--- src/rtl/reg_xfer_sequencer_if.sv ---
// Handshake and strobe bundle between the decode sequencer (master) and the
// register-transfer sequencer (slave) that drives the register unit.
interface reg_xfer_sequencer_if;
    logic       start;
    logic [1:0] op;
    logic [2:0] dst;
    logic [2:0] src;
    logic [7:0] ld;
    logic [7:0] sel;
    logic       selM;
    logic       ldXY;
    logic       busy;
    logic       done;
    logic       err;

    modport master (
        output start, op, dst, src,
        input  ld, sel, selM, ldXY, busy, done, err
    );

    modport slave (
        input  start, op, dst, src,
        output ld, sel, selM, ldXY, busy, done, err
    );
endinterface

--- src/rtl/reg_xfer_sequencer.sv ---
// Relay-timed register transfer sequencer: converts one MOV8/CLR8/MOV16 request
// into a select-before-load, load, select-hold strobe sequence for the register unit.
module reg_xfer_sequencer #(
    parameter int unsigned SETUP_CYC = 2,
    parameter int unsigned LOAD_CYC  = 2,
    parameter int unsigned HOLD_CYC  = 1
) (
    input  logic                  clk,
    input  logic                  rst,
    reg_xfer_sequencer_if.slave   xfer
);

    generate
        if (SETUP_CYC < 1 || SETUP_CYC > 15 ||
            LOAD_CYC  < 1 || LOAD_CYC  > 15 ||
            HOLD_CYC  < 1 || HOLD_CYC  > 15) begin : gBadParams
            $error("reg_xfer_sequencer: SETUP_CYC, LOAD_CYC and HOLD_CYC must be 1..15");
        end
    endgenerate

    localparam logic [3:0] SETUP_LAST = 4'(SETUP_CYC - 1);
    localparam logic [3:0] LOAD_LAST  = 4'(LOAD_CYC - 1);
    localparam logic [3:0] HOLD_LAST  = 4'(HOLD_CYC - 1);

    typedef enum logic [2:0] {
        IDLE  = 3'd0,
        SETUP = 3'd1,
        LOAD  = 3'd2,
        HOLD  = 3'd3,
        DONE  = 3'd4
    } state_t;

    typedef enum logic [1:0] {
        KIND_MOV8  = 2'd0,
        KIND_CLR8  = 2'd1,
        KIND_MOV16 = 2'd2
    } kind_t;

    state_t     state, stateNext;
    logic [3:0] cnt, cntNext;
    kind_t      kindL, kindNext;
    logic [2:0] dstL, dstNext;
    logic [2:0] srcL, srcNext;

    logic [7:0] ldR, ldNext;
    logic [7:0] selR, selNext;
    logic       selMR, selMNext;
    logic       ldXYR, ldXYNext;
    logic       busyR, busyNext;
    logic       doneR, doneNext;
    logic       errR, errNext;

    // A relay register cannot drive and load itself, so MOV8 onto itself clears.
    function automatic kind_t decodeKind(input logic [1:0] opIn,
                                         input logic [2:0] srcIn,
                                         input logic [2:0] dstIn);
        kind_t k;
        case (opIn)
            2'b00:   k = (srcIn == dstIn) ? KIND_CLR8 : KIND_MOV8;
            2'b01:   k = KIND_CLR8;
            default: k = KIND_MOV16;
        endcase
        return k;
    endfunction

    always_comb begin
        stateNext = state;
        cntNext   = cnt;
        kindNext  = kindL;
        dstNext   = dstL;
        srcNext   = srcL;
        errNext   = 1'b0;

        case (state)
            IDLE: begin
                if (xfer.start) begin
                    if (xfer.op == 2'b11) begin
                        errNext = 1'b1;
                    end else begin
                        stateNext = SETUP;
                        cntNext   = SETUP_LAST;
                        kindNext  = decodeKind(xfer.op, xfer.src, xfer.dst);
                        dstNext   = xfer.dst;
                        srcNext   = xfer.src;
                    end
                end
            end
            SETUP: begin
                if (cnt == 4'd0) begin
                    stateNext = LOAD;
                    cntNext   = LOAD_LAST;
                end else begin
                    cntNext = cnt - 4'd1;
                end
            end
            LOAD: begin
                if (cnt == 4'd0) begin
                    stateNext = HOLD;
                    cntNext   = HOLD_LAST;
                end else begin
                    cntNext = cnt - 4'd1;
                end
            end
            HOLD: begin
                if (cnt == 4'd0) begin
                    stateNext = DONE;
                    cntNext   = 4'd0;
                end else begin
                    cntNext = cnt - 4'd1;
                end
            end
            DONE: begin
                stateNext = IDLE;
            end
            default: begin
                stateNext = IDLE;
                cntNext   = 4'd0;
            end
        endcase
    end

    // Strobes are decoded from the next state so they register in step with it.
    always_comb begin
        ldNext   = 8'h00;
        selNext  = 8'h00;
        selMNext = 1'b0;
        ldXYNext = 1'b0;
        busyNext = (stateNext != IDLE);
        doneNext = (stateNext == DONE);

        if (stateNext == SETUP || stateNext == LOAD || stateNext == HOLD) begin
            if (kindNext == KIND_MOV8) begin
                selNext = 8'h01 << srcNext;
            end else if (kindNext == KIND_MOV16) begin
                selMNext = 1'b1;
            end
        end

        if (stateNext == LOAD) begin
            if (kindNext == KIND_MOV16) begin
                ldXYNext = 1'b1;
            end else begin
                ldNext = 8'h01 << dstNext;
            end
        end
    end

    always_ff @(posedge clk) begin
        if (rst) begin
            state <= IDLE;
            cnt   <= 4'd0;
            ldR   <= 8'h00;
            selR  <= 8'h00;
            selMR <= 1'b0;
            ldXYR <= 1'b0;
            busyR <= 1'b0;
            doneR <= 1'b0;
            errR  <= 1'b0;
        end else begin
            state <= stateNext;
            cnt   <= cntNext;
            ldR   <= ldNext;
            selR  <= selNext;
            selMR <= selMNext;
            ldXYR <= ldXYNext;
            busyR <= busyNext;
            doneR <= doneNext;
            errR  <= errNext;
        end
    end

    always_ff @(posedge clk) begin
        kindL <= kindNext;
        dstL  <= dstNext;
        srcL  <= srcNext;
    end

    assign xfer.ld   = ldR;
    assign xfer.sel  = selR;
    assign xfer.selM = selMR;
    assign xfer.ldXY = ldXYR;
    assign xfer.busy = busyR;
    assign xfer.done = doneR;
    assign xfer.err  = errR;

    aOneLoad: assert property (@(posedge clk) disable iff (rst)
        $onehot0({ldR, ldXYR}));

    aOneSel: assert property (@(posedge clk) disable iff (rst)
        $onehot0({selR, selMR}));

    aLoadOnlyInLoad: assert property (@(posedge clk) disable iff (rst)
        ((ldR != 8'h00) || ldXYR) |-> (state == LOAD));

    aIdleQuiet: assert property (@(posedge clk) disable iff (rst)
        (state == IDLE) |-> (ldR == 8'h00 && selR == 8'h00 && !selMR &&
                             !ldXYR && !busyR && !doneR));

endmodule

--- src/flat_wrapper.sv ---
// flat-port wrapper written by rule: the top's interface ports become plain ports
module reg_xfer_sequencer_flat 
#(
    parameter int unsigned SETUP_CYC = 2,
    parameter int unsigned LOAD_CYC  = 2,
    parameter int unsigned HOLD_CYC  = 1
)
  (clk, rst, xfer_start, xfer_op, xfer_dst, xfer_src, xfer_ld, xfer_sel, xfer_selM, xfer_ldXY, xfer_busy, xfer_done, xfer_err);
  reg_xfer_sequencer_if xfer_i ();
  input  logic clk;
  input  logic rst;
  input wire logic [$bits(xfer_i.start)-1:0] xfer_start;
  input wire logic [$bits(xfer_i.op)-1:0] xfer_op;
  input wire logic [$bits(xfer_i.dst)-1:0] xfer_dst;
  input wire logic [$bits(xfer_i.src)-1:0] xfer_src;
  output wire logic [$bits(xfer_i.ld)-1:0] xfer_ld;
  output wire logic [$bits(xfer_i.sel)-1:0] xfer_sel;
  output wire logic [$bits(xfer_i.selM)-1:0] xfer_selM;
  output wire logic [$bits(xfer_i.ldXY)-1:0] xfer_ldXY;
  output wire logic [$bits(xfer_i.busy)-1:0] xfer_busy;
  output wire logic [$bits(xfer_i.done)-1:0] xfer_done;
  output wire logic [$bits(xfer_i.err)-1:0] xfer_err;
  assign xfer_i.start = xfer_start;
  assign xfer_i.op = xfer_op;
  assign xfer_i.dst = xfer_dst;
  assign xfer_i.src = xfer_src;
  assign xfer_ld = xfer_i.ld;
  assign xfer_sel = xfer_i.sel;
  assign xfer_selM = xfer_i.selM;
  assign xfer_ldXY = xfer_i.ldXY;
  assign xfer_busy = xfer_i.busy;
  assign xfer_done = xfer_i.done;
  assign xfer_err = xfer_i.err;
  reg_xfer_sequencer #(.SETUP_CYC(SETUP_CYC), .LOAD_CYC(LOAD_CYC), .HOLD_CYC(HOLD_CYC)) u_core (.clk(clk), .rst(rst), .xfer(xfer_i));
endmodule
--- config.mk ---
export PLATFORM = sky130hd
export DESIGN_NAME = reg_xfer_sequencer_flat
export DESIGN_NICKNAME = d
export VERILOG_FILES = /design/src/rtl/reg_xfer_sequencer_if.sv /design/src/rtl/reg_xfer_sequencer.sv /design/src/flat_wrapper.sv
export SDC_FILE = /design/constraint.sdc
export NUM_CORES = 1
export LEC_CHECK = 0
export ABC_AREA = 0
export BUFFER_PORTS_ARGS = -buffer_cell sky130_fd_sc_hd__buf_4
export CAP_MARGIN = 20
export CORE_ASPECT_RATIO = 0.7
export CORE_MARGIN = 3
export CORE_UTILIZATION = 52
export DETAILED_ROUTE_END_ITERATION = 6
export PLACE_DENSITY = 0.77
export SYNTH_ARGS = -nofsm -noshare
export SYNTH_HDL_FRONTEND = slang
export SYNTH_SLANG_ARGS = --single-unit
--- constraint.sdc ---
create_clock -name clk -period 2.39 [get_ports clk]
set_clock_uncertainty 0.1 [all_clocks]
set_input_delay 0.239 -clock clk [delete_from_list [all_inputs] [get_ports clk]]
set_output_delay 0.239 -clock clk [all_outputs]
set_load 0.01 [all_outputs]
== Word level (Yosys, flattened, before mapping) ==
Cells that the tools add are included.

* Memory bits (writable): 0
* Flip-flop bits (word level): 36
* Memory bits (read-only): 0
* Word-level logic and storage cells: 73
* Latch bits: 0
* Memories kept: 0
* Input port bits: 11

* Shifts and indexed selects: 2
* Mux-type cells: 24
* Eq/ne operators: 14
* $mul: 0
* Reduce and logical (&&, ||, !) cells: 14
* Add/subtract/negate cells: 1
* Order comparisons: 0
* Bitwise gates (word level): 6
* Divide/modulo/power cells: 0

{| class="wikitable"
|+ Operators by type and width
! kind !! number
|-
| $mux W3 || 11
|-
| $mux W4 || 4
|-
| $pmux W4 S4 || 1
|-
| $shl A1 B3 Y8 const A || 2
|-
| $eq A3 B2 Y1 const B || 4
|-
| $pmux W3 S4 || 1
|-
| $reduce_or A3 Y1 || 4
|-
| $eq A3 B1 Y1 const B || 2
|-
| $eq A3 B3 Y1 const B || 2
|-
| $mux W2 || 3
|-
| $not A1 Y1 || 6
|-
| $eq A2 B2 Y1 const B || 2
|-
| $logic_not A2 Y1 || 2
|-
| $logic_not A4 Y1 || 1
|-
| $ne A2 B2 Y1 const B || 2
|-
| $pmux W2 S2 || 1
|-
| $reduce_or A2 Y1 || 2
|-
| $sub A4 B1 Y4 const B || 1
|-
| $eq A3 B3 Y1 || 1
|-
| $logic_not A3 Y1 || 1
|-
| $mux W1 || 3
|-
| $reduce_and A3 Y1 || 1
|-
| $reduce_bool A3 Y1 || 1
|-
| $eq A2 B1 Y1 const B || 1
|-
| $logic_or A1 B1 Y1 || 2
|}

== Depth between registers and ports, before layout ==
Gate-level depths: netlist of run 1.

* Depth after elaboration: 9
* Mapped depth: 6

== Worst setup path after synthesis of run 1 ==
No wires, ideal clock.

* Path type: reg-to-reg
* From: reg u_core.state[1]
* To: reg u_core.selR[4] (netlist: u_core.xfer.sel[4])
* Setup slack: 0.535 ns
* Clock period less this slack: 1.855 ns
* Arrival time: 1.617 ns
* Stages on the path, launching flop included: 6
* Buffers on the path: 2
* Required time: 2.152 ns
* Cell sequence: dfxtp_1 buf_6 or4b_4 buf_6 a221oi_4 nor4_1

* Elaborated cells between the ends (all ways): 22
* Classes of those cells: 6 x eq/ne; 1 x shift; 8 x mux; 2 x bitwise; 5 x reduce/logical

{| class="wikitable"
|+ RTL lines
! what !! RTL line !! source
|-
| from (decl) || reg_xfer_sequencer.sv:39 || <nowiki>state_t state, stateNext;</nowiki>
|-
| from (signal assigned) || reg_xfer_sequencer.sv:160 || <nowiki>state <= stateNext;</nowiki>
|-
| $logic_not A3 Y1 || reg_xfer_sequencer.sv:74 || <nowiki>case (state)</nowiki>
|-
| $mux W2 || reg_xfer_sequencer.sv:74 ||
|-
| named net u_core.kindNext[0] || reg_xfer_sequencer.sv:41 || <nowiki>kind_t kindL, kindNext;</nowiki>
|-
| $logic_not A2 Y1 || reg_xfer_sequencer.sv:132 || <nowiki>if (kindNext == KIND_MOV8) begin</nowiki>
|-
| $not A1 Y1 (no line) || -- ||
|-
| $reduce_or A3 Y1 (no line) || -- ||
|-
| to (signal assigned) || reg_xfer_sequencer.sv:163 || <nowiki>selR <= selNext;</nowiki>
|-
| to (decl) || reg_xfer_sequencer.sv:46 || <nowiki>logic [7:0] selR, selNext;</nowiki>
|}

The timed path passes the listed nets, and every way through them passes these cells.
A chain may end at the register's enable or synchronous reset.

== Worst setup path in the final report of run 1 ==
* From: reg u_core.cnt[0]
* To: reg u_core.selR[6] (netlist: u_core.xfer.sel[6])

* Word-level cells in the longest chain between the ends: 8
* Elaborated cells between the ends (all ways): 12
* Classes of those cells: 3 x eq/ne; 4 x mux; 1 x bitwise; 4 x reduce/logical

{| class="wikitable"
|+ Ends and longest elaborated chain
! what !! RTL line !! source
|-
| from (decl) || reg_xfer_sequencer.sv:40 || <nowiki>logic [3:0] cnt, cntNext;</nowiki>
|-
| from (signal assigned) || reg_xfer_sequencer.sv:161 || <nowiki>cnt <= cntNext;</nowiki>
|-
| $logic_not A4 Y1 (*) || reg_xfer_sequencer.sv:89, reg_xfer_sequencer.sv:97, reg_xfer_sequencer.sv:105 ||
|-
| $mux W3 (on tied branches) || reg_xfer_sequencer.sv:105, reg_xfer_sequencer.sv:89, reg_xfer_sequencer.sv:97 ||
|-
| $pmux W3 S4 (*) || reg_xfer_sequencer.sv:74 ||
|-
| $eq A3 B1 Y1 / $eq A3 B2 Y1 (equally long branches) || reg_xfer_sequencer.sv:131 || <nowiki>if (stateNext == SETUP || stateNext == LOAD || stateNext == HOLD) begin</nowiki>
|-
| $logic_or A1 B1 Y1 || reg_xfer_sequencer.sv:131 ||
|-
| $logic_or A1 B1 Y1 (*) || reg_xfer_sequencer.sv:131 ||
|-
| $not A1 Y1 (no line) (*) || -- ||
|-
| $reduce_or A3 Y1 (no line) (*) || -- ||
|}

Every way passes the cells marked *; elsewhere a longest branch is shown, timed or not.

==> impl_metrics.ini, run 1 <==
[pwr]
power.internal_uw = 1350
power_frac_comb_pct = 39.6
pwr-share-seq_pct = 40.8
peakVddDrop_uv = 555
leakage_uw = 0.000723
clkPwrFrac_pct = 19.6
p_per_area_nw_per_um2 = 1230
switching_share_pct = 38.9
p_sw_uw = 862

[routing]
viasPerCell = 5.75
antenna_left = 0
routed-via-count = 1254
wire_per_inst_um = 15.3
route.detailed.drc = 0
wl_um = 3330
drt_first_pass_iters = 4
drt_iter0_markers = 80

[synth]
syn_area_um2 = 1470
ys.flop_type = dfxtp_1
synthArstFlopShare_pct = 0
ys_types = 42
synth_warnings = 0
seq_area_frac_synth_pct = 49.1
ys_ff_latch = 36
syn_inst = 150
synth_edf_count = 0
synth_nets = 163
syn_avg_cell_area_um2 = 9.79

[clocking]
numCtsBuffers = 5
cts.clk_slew.worst_paths_ns = 0.07
clock-sinks = 36
clk_latency_ns = 0.28
cts_buffer_depth = 2
h-tree-depth = 2
cts_tree = built
post_cts_buffers = 0
clockRootBuffer = clkbuf_8
cts_resized = 0
cts_hold_buf = 0

[grt]
grt_max_degree = 13
grt_usage_pct = 21.3
grt_pass1_vias = 1205
antenna_found_initial = 0
grt_pass1_wl_um = 5780
overflow = 0

[layout]
final_common_cell = dfxtp_1
layout.nets = 196
n_antenna_cell = 0
drive_gt1_share_pct = 27.7
area_growth_pct = 22.8
utilization_pct = 70.2
final_cell_mix = 36 x dfxtp_1, 33 x buf_4, 23 x nor3_1, 8 x nor4_1
finish.instance_area_um2 = 1800
n_fill_cell = 193

[floorplanning]
num_rows = 15
core_um2 = 2570
initial_core_util_pct = 57.1
chipHeight_um = 50.5
dieArea_um2 = 3510
die_x_um = 69.5
ios = 32

[timing]
grt_setup_unrepaired = false
relSlewSlack_pct = 45.7
period_minus_slack_ns = 2.17
hold_viol_final = 0
worst_slew_pin_slew_ns = 0.813
fmax_mhz = 462
fin_crit_sh_pct = 90.6
slew_viol_final = 0
holdWs_ns = 0.0943
layout_setup_ws_ns = 0.224
setup_violations = 0
fin_setup_tns_ns = 0

[worst_setup_path]
reg2reg_to = u_core.xfer.sel[6]
path_buf_inv = 1
rr_startpoint = u_core.cnt[0]
cp_top_family = simple AND/OR/NAND/NOR gates
critical_path.cell_chain = inv_1, ha_1, nor3b_1, nand3_1, nand3_1, nor4_1
crit_start = u_core.cnt[0]
crit_slowest_cell = nor3b_1
endpoint = u_core.xfer.sel[6]
cpMostUsedCell = nand3_1
regToRegSetupSlack_ns = 0.22
endpoint_kind = flip-flop
critical_path_cell_count = 6
critPathMaxFanout = 8
worstPathArrival_ns = 2.21
path_class = flip-flop to flip-flop
ff2ff_path_depth = 6
start_kind = flip-flop
cp.required_ns = 2.44
max_stage_delay_ns = 0.68

[place]
port_buffers = 31
pre_cts_ws_ns = 0.257
dpl.hpwl_um = 2500
gp_congestion = 0.781
placed_area_um2 = 1710

[job]
cap_violations = 0

[hold_path]
worstHoldPathType = input port to flip-flop

[outcome]
outcome = completed
-- metrics by stage --
step / total power [uW] / cells
4_1_cts: 2220 / 218
2_1_floorplan: 1570 / 150
3_5_place_dp: 1780 / 210
3_3_place_gp: 1740 / 210
5_1_grt: 2380 / 218
6_report: 2210 / 218
-- worst min path at each step --
stage                     from              end  slack, ns  depth (start not counted)
2_1_floorplan      xfer_dst[0]   u_core.dstL[0]       0.28                          1
3_3_place_gp       xfer_dst[0]   u_core.dstL[0]       0.38                          2
3_5_place_dp   u_core.state[2]  u_core.state[1]       0.39                          1
4_1_cts            xfer_dst[0]   u_core.dstL[0]       0.09                          2
5_1_grt            xfer_dst[1]   u_core.dstL[1]       0.10                          2
6_report           xfer_dst[0]   u_core.dstL[0]       0.09                          2
-- logic make-up after synthesis --
group | Yosys count | share of synthesized area, %
flip-flops | 36 | 49.1
multiplexers | 6 | 4.77
AO/OA/AOI/OAI | 28 | 14.7
buffers and inverters | 15 | 5.11
XOR/XNOR | 4 | 2.39
AND/OR/NAND/NOR | 59 | 22.2
adder cells (fa/ha/maj) | 2 | 1.70
-- sequential cells by signal (all words and copies together) (netlist names), 2 cells and up --
| name | flops |
|---|---|
| u_core.xfer.ld | 8 |
| u_core.xfer.sel | 8 |
| u_core.cnt | 4 |
| u_core.dstL | 3 |
| u_core.srcL | 3 |
| u_core.state | 3 |
| u_core.kindL | 2 |
-- layout make-up --
cell class / instances / area [um^2] / share of cell area (%)
Sequential cell: 36 / 721 / 39.9
Multi-Input combinational cell: 99 / 673 / 37.3
Timing Repair Buffer: 33 / 248 / 13.7
Clock buffer: 8 / 90.1 / 4.99
Tap cell: 34 / 42.5 / 2.36
Inverter: 8 / 30.0 / 1.66
-- cell usage after synthesis, drive strengths merged (2+ instances only) --
cell     count  area share [%]
nor3        23             7.8
a311oi       2             1.6
nand2        7             1.8
clkbuf       3            0.77
o21ai        4             1.4
nor4         8             3.4
a21oi        6             2.0
dfxtp       36              49
mux2         5             3.8
nand2b       2            0.85
nor2         8             2.2
ha           2             1.7
nand3        2            0.68
inv          8             2.0
a31oi        4             1.7
nor4b        3             1.8
xnor2        3             1.8
buf          4             2.3
o2111ai      3             1.8
-- power groups by stage --
| stage | Sequential, uW | Combinational, uW | Clock (uW) |
|---|---|---|---|
| CTS | 900 | 872 | 445 |
| floorplan | 866 | 707 | 0 |
| finish | 904 | 877 | 434 |
| global placement | 903 | 841 | 0 |
| global route | 930 | 982 | 466 |
| detailed placement | 912 | 868 | 0 |
-- per-layer routing --
layer | routed length (um) | GRT usage [%] | share of wire [%]
met5 | 0 | 0 | 0
met4 | 39 | 10.4 | 1.2
met3 | 269 | 6.80 | 8.1
met2 | 1390 | 29.6 | 42
met1 | 1630 | 29.5 | 49
No activity file was read; power rests on OpenSTA's default activity.
==> run 2: changes to the inputs <==
--- a/config.mk
+++ b/config.mk
@@ -10,9 +10,9 @@
 export CAP_MARGIN = 20
 export CORE_ASPECT_RATIO = 0.7
 export CORE_MARGIN = 3
-export CORE_UTILIZATION = 52
+export CORE_UTILIZATION = 39
 export DETAILED_ROUTE_END_ITERATION = 6
-export PLACE_DENSITY = 0.77
 export SYNTH_ARGS = -nofsm -noshare
 export SYNTH_HDL_FRONTEND = slang
 export SYNTH_SLANG_ARGS = --single-unit
+export TNS_END_PERCENT = 20
==> impl_metrics.ini, run 2 (synthesis results as in run 1) <==
[hold_path]
holdPathStages = 2
worstHoldPathType = input port to flip-flop
hp-start = rst
hold-path-endpoint = u_core.cnt[0]

[routing]
route.detailed.drc = 0
wl_um = 3280
drt_first_pass_iters = 4
drt_iter0_markers = 124
routed-via-count = 1212
antenna_left = 0
wire_per_inst_um = 14.1
viasPerCell = 5.22

[clocking]
clk_latency_ns = 0.29
cts.clk_slew.worst_paths_ns = 0.07
cts_hold_buf = 0
post_cts_buffers = 0
cts_buffer_depth = 2
h-tree-depth = 2
clock-sinks = 36
clockRootBuffer = clkbuf_8
cts_resized = 0
cts_tree = built
numCtsBuffers = 5

[layout]
final_common_cell = dfxtp_1
layout.nets = 197
area_growth_pct = 24.4
drive_gt1_share_pct = 28.1
utilization_pct = 54.4
n_antenna_cell = 0
final_cell_mix = 36 x dfxtp_1, 34 x buf_4, 23 x nor3_1, 8 x nor4_1

[place]
dpl.hpwl_um = 2510
port_buffers = 31
gp_congestion = 0.799

[timing]
period_minus_slack_ns = 2.07
hold_viol_final = 0
fin_setup_tns_ns = 0
fin_crit_sh_pct = 86.5
grt_setup_unrepaired = false
relSlewSlack_pct = 64.6
fmax_mhz = 484
slew_viol_final = 0
worst_slew_pin_slew_ns = 0.523
setup_violations = 0

[floorplanning]
dieArea_um2 = 4550
num_rows = 17
ios = 32
core_um2 = 3360
chipHeight_um = 57.3
die_x_um = 79.4
initial_core_util_pct = 43.7

[worst_setup_path]
start_kind = flip-flop
ff2ff_path_depth = 4
cp.required_ns = 2.47
path_class = flip-flop to flip-flop
critPathMaxFanout = 12
rr_startpoint = u_core.state[1]
reg2reg_to = u_core.xfer.sel[5]
worstPathArrival_ns = 2.15
endpoint_kind = flip-flop
regToRegSetupSlack_ns = 0.32

[grt]
overflow = 0
grt_pass1_vias = 1149
grt_max_degree = 13
grt_usage_pct = 15.6
antenna_found_initial = 0
grt_pass1_wl_um = 5380

[pwr]
leakage_uw = 0.000727
peakVddDrop_uv = 601
p_per_area_nw_per_um2 = 1220

[job]
cap_violations = 0

[outcome]
outcome = completed
[run 2: area by class of cell]
type,count,area (um^2)
Timing Repair Buffer,34,255
Clock buffer,8,90.1
Fill cell,328,1530
Inverter,8,30.0
Multi-Input combinational cell,99,673
Tap cell,47,58.8
Sequential cell,36,721
[run 2: power by group]
group	switching (uW)	internal, uW	total [uW]	leakage (uW)
Sequential	152	755	907	0.000295
Clock	202	235	437	0.0000455
Combinational	502	386	888	0.000387
[run 2: routing by layer]
metal  GRT usage, %  wire (um)  up-vias  part of all wire [%]
li1               -          -      626                     -
met1           22.7       1740      548                    53
met2           20.6       1260       31                    38
met3           5.36        220        7                   6.7
met4           6.62         57        0                   1.7
met5              0          0        -                     0
[run 2: worst max-delay path, stage by stage, from the launching register on]
cell	delay [ns]
dfxtp_1	0.40
or4b_4	0.67
a311oi_2	0.35
a221oi_4	0.11
nor4_1	0.33
[run 2: worst max-delay path by stage]
stage                    startpoint            endpoint  slack, ns  cells after the start
floorplan           u_core.state[1]  u_core.xfer.sel[4]       0.54                      5
global placement    u_core.state[1]    u_core.xfer.selM       0.41                      4
finish              u_core.state[1]  u_core.xfer.sel[5]       0.32                      4
global route        u_core.state[1]   u_core.xfer.ld[1]       0.17                      5
CTS                 u_core.state[1]  u_core.xfer.sel[5]       0.34                      4
detailed placement  u_core.state[1]  u_core.xfer.sel[5]       0.36                      4
[run 2: stage by stage]
stage          worst slack, ns  hold slack, ns  power [uW]  cells  cell area, um^2
3_5_place_dp             0.358           0.395        1800    224             1740
3_3_place_gp             0.411           0.385        1770    224             1740
2_1_floorplan            0.535           0.284        1570    150             1470
5_1_grt                  0.169          0.0971        2390    232             1830
4_1_cts                  0.342          0.0947        2240    232             1830
6_report                 0.323          0.0992        2230    232             1830
